$ cat config.mk
export PLATFORM = sky130hd
export DESIGN_NAME = uart_baud_timer
export DESIGN_NICKNAME = d
export VERILOG_FILES = /design/src/rtl/uart_baud_timer.sv
export SDC_FILE = /design/constraint.sdc
export NUM_CORES = 1
export LEC_CHECK = 0
export ABC_AREA = 1
export ABC_CLOCK_PERIOD_IN_PS = 3100
export CORE_AREA = 2 2 81 83
export DETAILED_ROUTE_END_ITERATION = 10
export DIE_AREA = 0 0 83 85
export PLACE_DENSITY = 0.83
export SLEW_MARGIN = 15
export SYNTH_ARGS = -nofsm -noshare
export SYNTH_HDL_FRONTEND = slang
export SYNTH_SLANG_ARGS = --single-unit
$ cat constraint.sdc
create_clock -name clk -period 3.1 [get_ports clk]
set_input_delay 0.93 -clock clk [delete_from_list [all_inputs] [get_ports clk]]
set_output_delay 0.93 -clock clk [all_outputs]
set_load 0.05 [all_outputs]
$ cat src/rtl/uart_baud_timer.sv
// Bit-period timer for a UART: counts divisor clocks per bit and emits one tick per
// bit boundary (TX) or per mid-bit sample point (RX, first period halved).
module uart_baud_timer #(
    parameter int CNT_W = 16,
    parameter int IDX_W = 4
) (
    input  logic             clk,
    input  logic             reset,
    input  logic             start,
    input  logic             abort,
    input  logic [CNT_W-1:0] divisor,
    input  logic [IDX_W-1:0] num_bits,
    input  logic             half_first,
    output logic             bit_tick,
    output logic [IDX_W-1:0] bit_index,
    output logic             frame_done,
    output logic             busy
);

    typedef enum logic [1:0] {
        S_IDLE = 2'd0,
        S_HALF = 2'd1,
        S_RUN  = 2'd2
    } state_t;

    state_t           r_state, w_state_nxt;
    logic [CNT_W-1:0] r_div, w_div_nxt;
    logic [CNT_W-1:0] r_cnt, w_cnt_nxt;
    logic [IDX_W-1:0] r_nbits, w_nbits_nxt;
    logic [IDX_W-1:0] r_tcnt, w_tcnt_nxt;
    logic [IDX_W-1:0] r_idx, w_idx_nxt;
    logic             r_tick, w_tick_nxt;
    logic             r_done, w_done_nxt;
    logic             r_busy, w_busy_nxt;

    logic [CNT_W-1:0] w_div_eff;
    logic [CNT_W-1:0] w_half_eff;
    logic [CNT_W-1:0] w_period;
    logic [IDX_W-1:0] w_last;
    logic             w_period_end;

    // Zero divisor / frame length behave as 1 so the frame always terminates.
    assign w_div_eff    = (r_div == '0) ? CNT_W'(1) : r_div;
    assign w_half_eff   = ((w_div_eff >> 1) == '0) ? CNT_W'(1) : (w_div_eff >> 1);
    assign w_period     = (r_state == S_HALF) ? w_half_eff : w_div_eff;
    assign w_period_end = (r_cnt == w_period - CNT_W'(1));
    assign w_last       = (r_nbits == '0) ? '0 : r_nbits - IDX_W'(1);

    always_comb begin
        w_state_nxt = r_state;
        w_div_nxt   = r_div;
        w_cnt_nxt   = r_cnt;
        w_nbits_nxt = r_nbits;
        w_tcnt_nxt  = r_tcnt;
        w_idx_nxt   = r_idx;
        w_tick_nxt  = 1'b0;
        w_done_nxt  = 1'b0;
        w_busy_nxt  = r_busy;
        case (r_state)
            S_IDLE: begin
                if (start && !abort) begin
                    w_div_nxt   = divisor;
                    w_nbits_nxt = num_bits;
                    w_cnt_nxt   = '0;
                    w_tcnt_nxt  = '0;
                    w_idx_nxt   = '0;
                    w_busy_nxt  = 1'b1;
                    w_state_nxt = half_first ? S_HALF : S_RUN;
                end
            end
            S_HALF, S_RUN: begin
                // Abort outranks a tick falling on the same edge.
                if (abort) begin
                    w_state_nxt = S_IDLE;
                    w_cnt_nxt   = '0;
                    w_tcnt_nxt  = '0;
                    w_busy_nxt  = 1'b0;
                end else if (w_period_end) begin
                    w_cnt_nxt  = '0;
                    w_tick_nxt = 1'b1;
                    w_idx_nxt  = r_tcnt;
                    if (r_tcnt == w_last) begin
                        w_done_nxt  = 1'b1;
                        w_busy_nxt  = 1'b0;
                        w_tcnt_nxt  = '0;
                        w_state_nxt = S_IDLE;
                    end else begin
                        w_tcnt_nxt  = r_tcnt + IDX_W'(1);
                        w_state_nxt = S_RUN;
                    end
                end else begin
                    w_cnt_nxt = r_cnt + CNT_W'(1);
                end
            end
            default: begin
                w_state_nxt = S_IDLE;
                w_busy_nxt  = 1'b0;
            end
        endcase
    end

    always_ff @(posedge clk) begin
        if (reset) begin
            r_state <= S_IDLE;
            r_div   <= '0;
            r_cnt   <= '0;
            r_nbits <= '0;
            r_tcnt  <= '0;
            r_idx   <= '0;
            r_tick  <= 1'b0;
            r_done  <= 1'b0;
            r_busy  <= 1'b0;
        end else begin
            r_state <= w_state_nxt;
            r_div   <= w_div_nxt;
            r_cnt   <= w_cnt_nxt;
            r_nbits <= w_nbits_nxt;
            r_tcnt  <= w_tcnt_nxt;
            r_idx   <= w_idx_nxt;
            r_tick  <= w_tick_nxt;
            r_done  <= w_done_nxt;
            r_busy  <= w_busy_nxt;
        end
    end

    assign bit_tick   = r_tick;
    assign bit_index  = r_idx;
    assign frame_done = r_done;
    assign busy       = r_busy;

endmodule

# After elaboration in Yosys (flattened, before gate mapping)
# Cells that the tools add are included.
# word_totals
register_bits	49
latch_bits	0
ramBits	0
romBits	0
in_bits	25
output_inout_bits	7
elab_cells	69
mem_count	0
# classes
addsub	4
n_mul	0
div	0
order_cmp	0
eq_ne	9
shifts	0
n_mux	29
bitwise	2
reduce_logical	16
# ops
cell	n
$mux W16	5
$logic_not A16 Y1	2
$pmux W16 S2	1
$mux W4	7
$add A16 B1 Y16 const B	1
$eq A16 B16 Y1	1
$pmux W4 S2	2
$sub A16 B1 Y16 const B	1
$mux W15	1
$mux W2	5
$mux W1	6
$ne A2 B2 Y1 const B	3
$ne A3 B3 Y1 const B	2
$reduce_and A2 Y1	3
$reduce_and A3 Y1	2
$add A4 B1 Y4 const B	1
$eq A4 B4 Y1	1
$logic_not A4 Y1	1
$pmux W2 S2	1
$reduce_and A4 Y1	1
$reduce_or A4 Y1	1
$sub A4 B1 Y4 const B	1
$reduce_or A3 Y1	1
$eq A2 B1 Y1 const B	1
other kinds (8)	9

# Depth between registers and ports, before layout
# Gate-level depths: netlist of run 1.
# depth
ltp_word	10
depth_mapped	26
depth_no_buf	23

# Least setup slack after synthesis of run 1
# OpenSTA, ideal clock, no wires.
# synth_timing
path_type	register to register
startpoint	register r_state[1]
endpoint	register r_tcnt[0]
setup_time_ns	0.118
arrival_ns	2.797
t_required_ns	2.982
setup_slack_ns	0.184
stages_incl_launch_ff	25
n_path_buf	3
synth_period_minus_slack_ns	2.916
cell_sequence	dfxtp_1 -> inv_1 -> ha_1 -> buf_6 -> inv_2 -> nand3_1 -> nand2_1 -> buf_2 -> ha_1 -> inv_1 -> nor2_1 -> nand2_1 -> nor2_2 -> nand3_1 -> nand2_1 -> nand4_1 -> nor2_1 -> nand2_1 -> nor2_4 -> nand2_4 -> nand2_4 -> nand2_4 -> nand2_4 -> buf_6 -> a21oi_2
# synth_via
elab_chain_cells	6
word_cells_on_any_way	12
cone_classes	1 x add/sub; 5 x eq/ne; 2 x mux; 4 x reduce/logical
# synth_rtl
item	line_no	source
start, declared	26	state_t r_state, w_state_nxt;
start signal, assigned	114	r_state <= w_state_nxt;
$eq A2 B1 Y1	45, 59	
$mux W16	45	assign w_period = (r_state == S_HALF) ? w_half_eff : w_div_eff;
$sub A16 B1 Y16	46	assign w_period_end = (r_cnt == w_period - CNT_W'(1));
$eq A16 B16 Y1	46	
$ne A3 B3 Y1 (no source line)	-	
$reduce_and A3 Y1 (no source line)	-	
end signal, assigned	118	r_tcnt <= w_tcnt_nxt;
end, declared	30	logic [IDX_W-1:0] r_tcnt, w_tcnt_nxt;
# Parallel ways exist; a longest one is shown, timed or not.
# A chain may end at the register's enable or synchronous reset.

# Final worst setup path of run 1
# layout_timing
startpoint	register r_state[1]
endpoint	register r_tcnt[1]
# Same word-level chain as after synthesis.

==> reports/results.tsv, run 1 <==
metric	value	unit
synthMuxAreaShare	0	%
required	3.29	ns
slowest_delay	0.35	ns
post-route-period-util	90.8	%
seq_area_frac_synth	31.5	%
numClockSinks	49	
cts_root_buf	clkbuf_8	
dieArea	7060	sq um
outcome	finished clean	
ant_nets	0	
grt_max_degree	30	
drv_cap	0	
clock_latency	0.30	ns
first_global_vias	2930	
cp_data_arrival_time	3.01	ns
worstHoldEndpoint	r_state[1]	
numCtsBuffers	5	
p_per_area	494	nW/um^2
multi_input_area	1870	sq um
timing.rr.end	r_tcnt[1]	
row_count	29	
netlist_area	3110	sq um
first_pass_iters	5	
num_vias	3119	
async_flop_share	0	%
placed_cells	578	
cpMaxStageDelayCell	dfxtp_2	
synthTopCellsByArea	dfxtp_1, nand2_1, inv_1	
gp_congestion	0.953	
hold_slack	0.484	ns
hp-class	reg2reg	
reg2reg_depth	22	
clkTransAtPathRegs	0.09	ns
overflow	0	
routed_wl	7.57	mm
synth_top_area_share	31.5	%
cts_tree	built	
synth-seq-cells	49	
num-nets-final	540	
grt_usage	21.4	%
regToRegStartpoint	r_state[1]	
synth_top_family_by_area	simple AND/OR/NAND/NOR gates	
yosysTopAreaCell	dfxtp_1	
ctsHoldBuffers	0	
hold_viol_final	0	
final.min_clock_period	2.82	ns
fin_cells	587	
initial_core_util	50.1	%
grt_pass1_wl	12.7	mm
ctsHtreeMaxLevel	2	
worst_setup_path_start_kind	flop	
finalMaxSlewViolations	0	
synth_compound_area_share	15.1	%
synth_top_flop_cell	dfxtp_1	
ys_types	35	
slew_headroom	34.7	%
min_from	r_state[1]	
cts.path.max_buffers	2	
layout-drive-gt1-share	10.2	%
yosysWarnings	0	
fp.dieH	85	um
num_antenna_cells	0	
syn2layout_area_growth	19.2	%
path_class	reg2reg	
stdcell_area	3710	sq um
leakagePower	1.49	nW
avgRoutedWirePerCell	12.9	um
io_pins	32	
crit_path_end_kind	flop	
drt_iter0_drc	180	
synthAdderAreaFrac	2.41	%
synthSimpleGateAreaFrac	33.6	%
dp_hpwl	5.79	mm
placed_area	3520	sq um
tightest_slew	0.979	ns
synth-edff-count	0	
portBuffers	31	
rrSetupSlack	0.28	ns
fmax	355	MHz
critPathMaxFanout	22	
fin_skew	0.00532	ns
final_util	59.7	%
syn-instance-count	474	
vdd_drop_max	0.000304	V
syn_nets	505	
yosys.area_share.xor_xnor	7.04	%
antenna_found_initial	0	
coreArea	6200	sq um
vias_per_cell	5.31	
p_total	1.83	mW
syn_area_per_cell	6.56	sq um
seqCellArea	983	sq um
holdPathStages	2	
die_x	83	um
fillers	573	
drcViolationCount	0	
setup_viol	0	
path_cells	inv_1 > ha_4 > buf_12 > nand2_1 > o21ai_2 > inv_1 > ha_1 > inv_1 > nor2_2 > nand2_2 > nor2_4 > nand3_1 > nand2_1 > nand4_1 > nor2_1 > nand2_1 > nor2_4 > nand2_4 > nand2_8 > nand2_4 > nand2_8 > a21oi_2	
-- what timing repair did --
action | 4_1_cts | 5_1_grt
hold endpoints to repair | 0 | 0
endpoints found under the setup margin | 0 | 26
setup buffers | 0 | 0
gates resized for setup | 0 | 12
-- critical path: cells and delay by family (launching register included) --
family / cells / cell delay (ns)
flops: 1 / 0.35
simple gates: 14 / 1.55
fa+ha+maj: 2 / 0.30
compound gates: 2 / 0.15
buf+inv: 4 / 0.35
-- metal layers --
metal / vias to the layer above / wire [um] / share of wire (%) / GRT usage [%]
li1: 1604 / - / - / -
met1: 1410 / 3320 / 44 / 26.0
met2: 91 / 3720 / 49 / 39.0
met3: 14 / 384 / 5.1 / 3.02
met4: 0 / 149 / 2.0 / 7.00
met5: - / 0 / 0 / 0
-- cells in the final DEF, fill, tap and decap left out, types with 4 or more instances in the layout --
cell type | synthesis | layout
a21oi_1 | 40 | 40
buf_4 | 1 | 9
clkbuf_8 | 0 | 5
clkdlybuf4s50_1 | 0 | 31
dfxtp_1 | 49 | 47
ha_1 | 6 | 5
inv_1 | 60 | 60
inv_2 | 4 | 4
nand2_1 | 99 | 96
nand2_2 | 2 | 5
nand3_1 | 34 | 34
nand4_1 | 10 | 10
nor2_1 | 53 | 52
nor3_1 | 9 | 9
nor3_2 | 5 | 5
o21ai_0 | 27 | 27
o21ai_1 | 10 | 10
xnor2_1 | 4 | 4
xor2_1 | 21 | 21
-- worst max-delay path by stage --
| stage | from | end | slack, ns |
|---|---|---|---|
| floorplan | r_state[1] | r_tcnt[0] | 0.18 |
| global placement | abort | r_cnt[15] | 0.18 |
| detailed placement | r_state[1] | r_cnt[6] | 0.1 |
| CTS | r_state[1] | r_cnt[6] | 0.08 |
| global route | r_state[1] | r_cnt[3] | -0.03 |
| finish | r_state[1] | r_tcnt[1] | 0.28 |
-- through the flow --
| stage | setup WS [ns] | setup TNS, ns |
|---|---|---|
| after floorplan | 0.184 | 0 |
| after global placement | 0.180 | 0 |
| after detailed placement | 0.0992 | 0 |
| after CTS | 0.0849 | 0 |
| after global routing | -0.0259 | -0.0690 |
| final | 0.284 | 0 |
-- registers in the layout (all words and copies together), names as in the netlist --
name / count
bit_tick: 1
r_cnt: 16
r_div: 16
frame_done: 1
bit_index: 4
r_tcnt: 4
r_state: 2
r_nbits: 4
busy: 1
-- cells by family (layout without fill, tap and decap cells) --
group                      after synthesis  after routing
and+or+nand+nor                        228            229
AOI/OAI and AO/OA                       88             88
buffers and inverters                   78            113
DFF                                     49             49
xor gates and xnor gates                25             25
adders and majority gates                6              6
-- power breakdown --
part	total [mW]	switching (mW)	internal [mW]	leakage [nW]
combinational	0.656	0.414	0.242	1.03
sequential	0.712	0.0380	0.674	0.401
clock	0.465	0.223	0.242	0.0543
total	1.83	0.675	1.16	1.49
-- Yosys cell counts, types with 5 or more instances --
cell	count
a21oi_1	40
inv_1	60
nand2_1	99
nor3_1	9
nor3_2	5
dfxtp_1	49
o21ai_1	10
nand4_1	10
nand3_1	34
o21ai_0	27
xor2_1	21
nor2_1	53
ha_1	6
clkbuf_1	9
-- area by class of cell --
class / instances / share of cell area, %
multi-input cells: 348 / 50.5
clock buffers: 5 / 1.86
repair buffers: 41 / 10.7
well taps: 77 / 2.60
clock inverters: 3 / 1.25
flip-flops and latches: 49 / 26.5
inverters: 64 / 6.48
No activity file was read; power rests on OpenSTA's default activity.
==> run 2, diff against run 1 <==
Settings changed: SLEW_MARGIN 15 to 10.
==> results of run 2 <==
No change in the layout: final DEF, timing and power equal those of run 1.
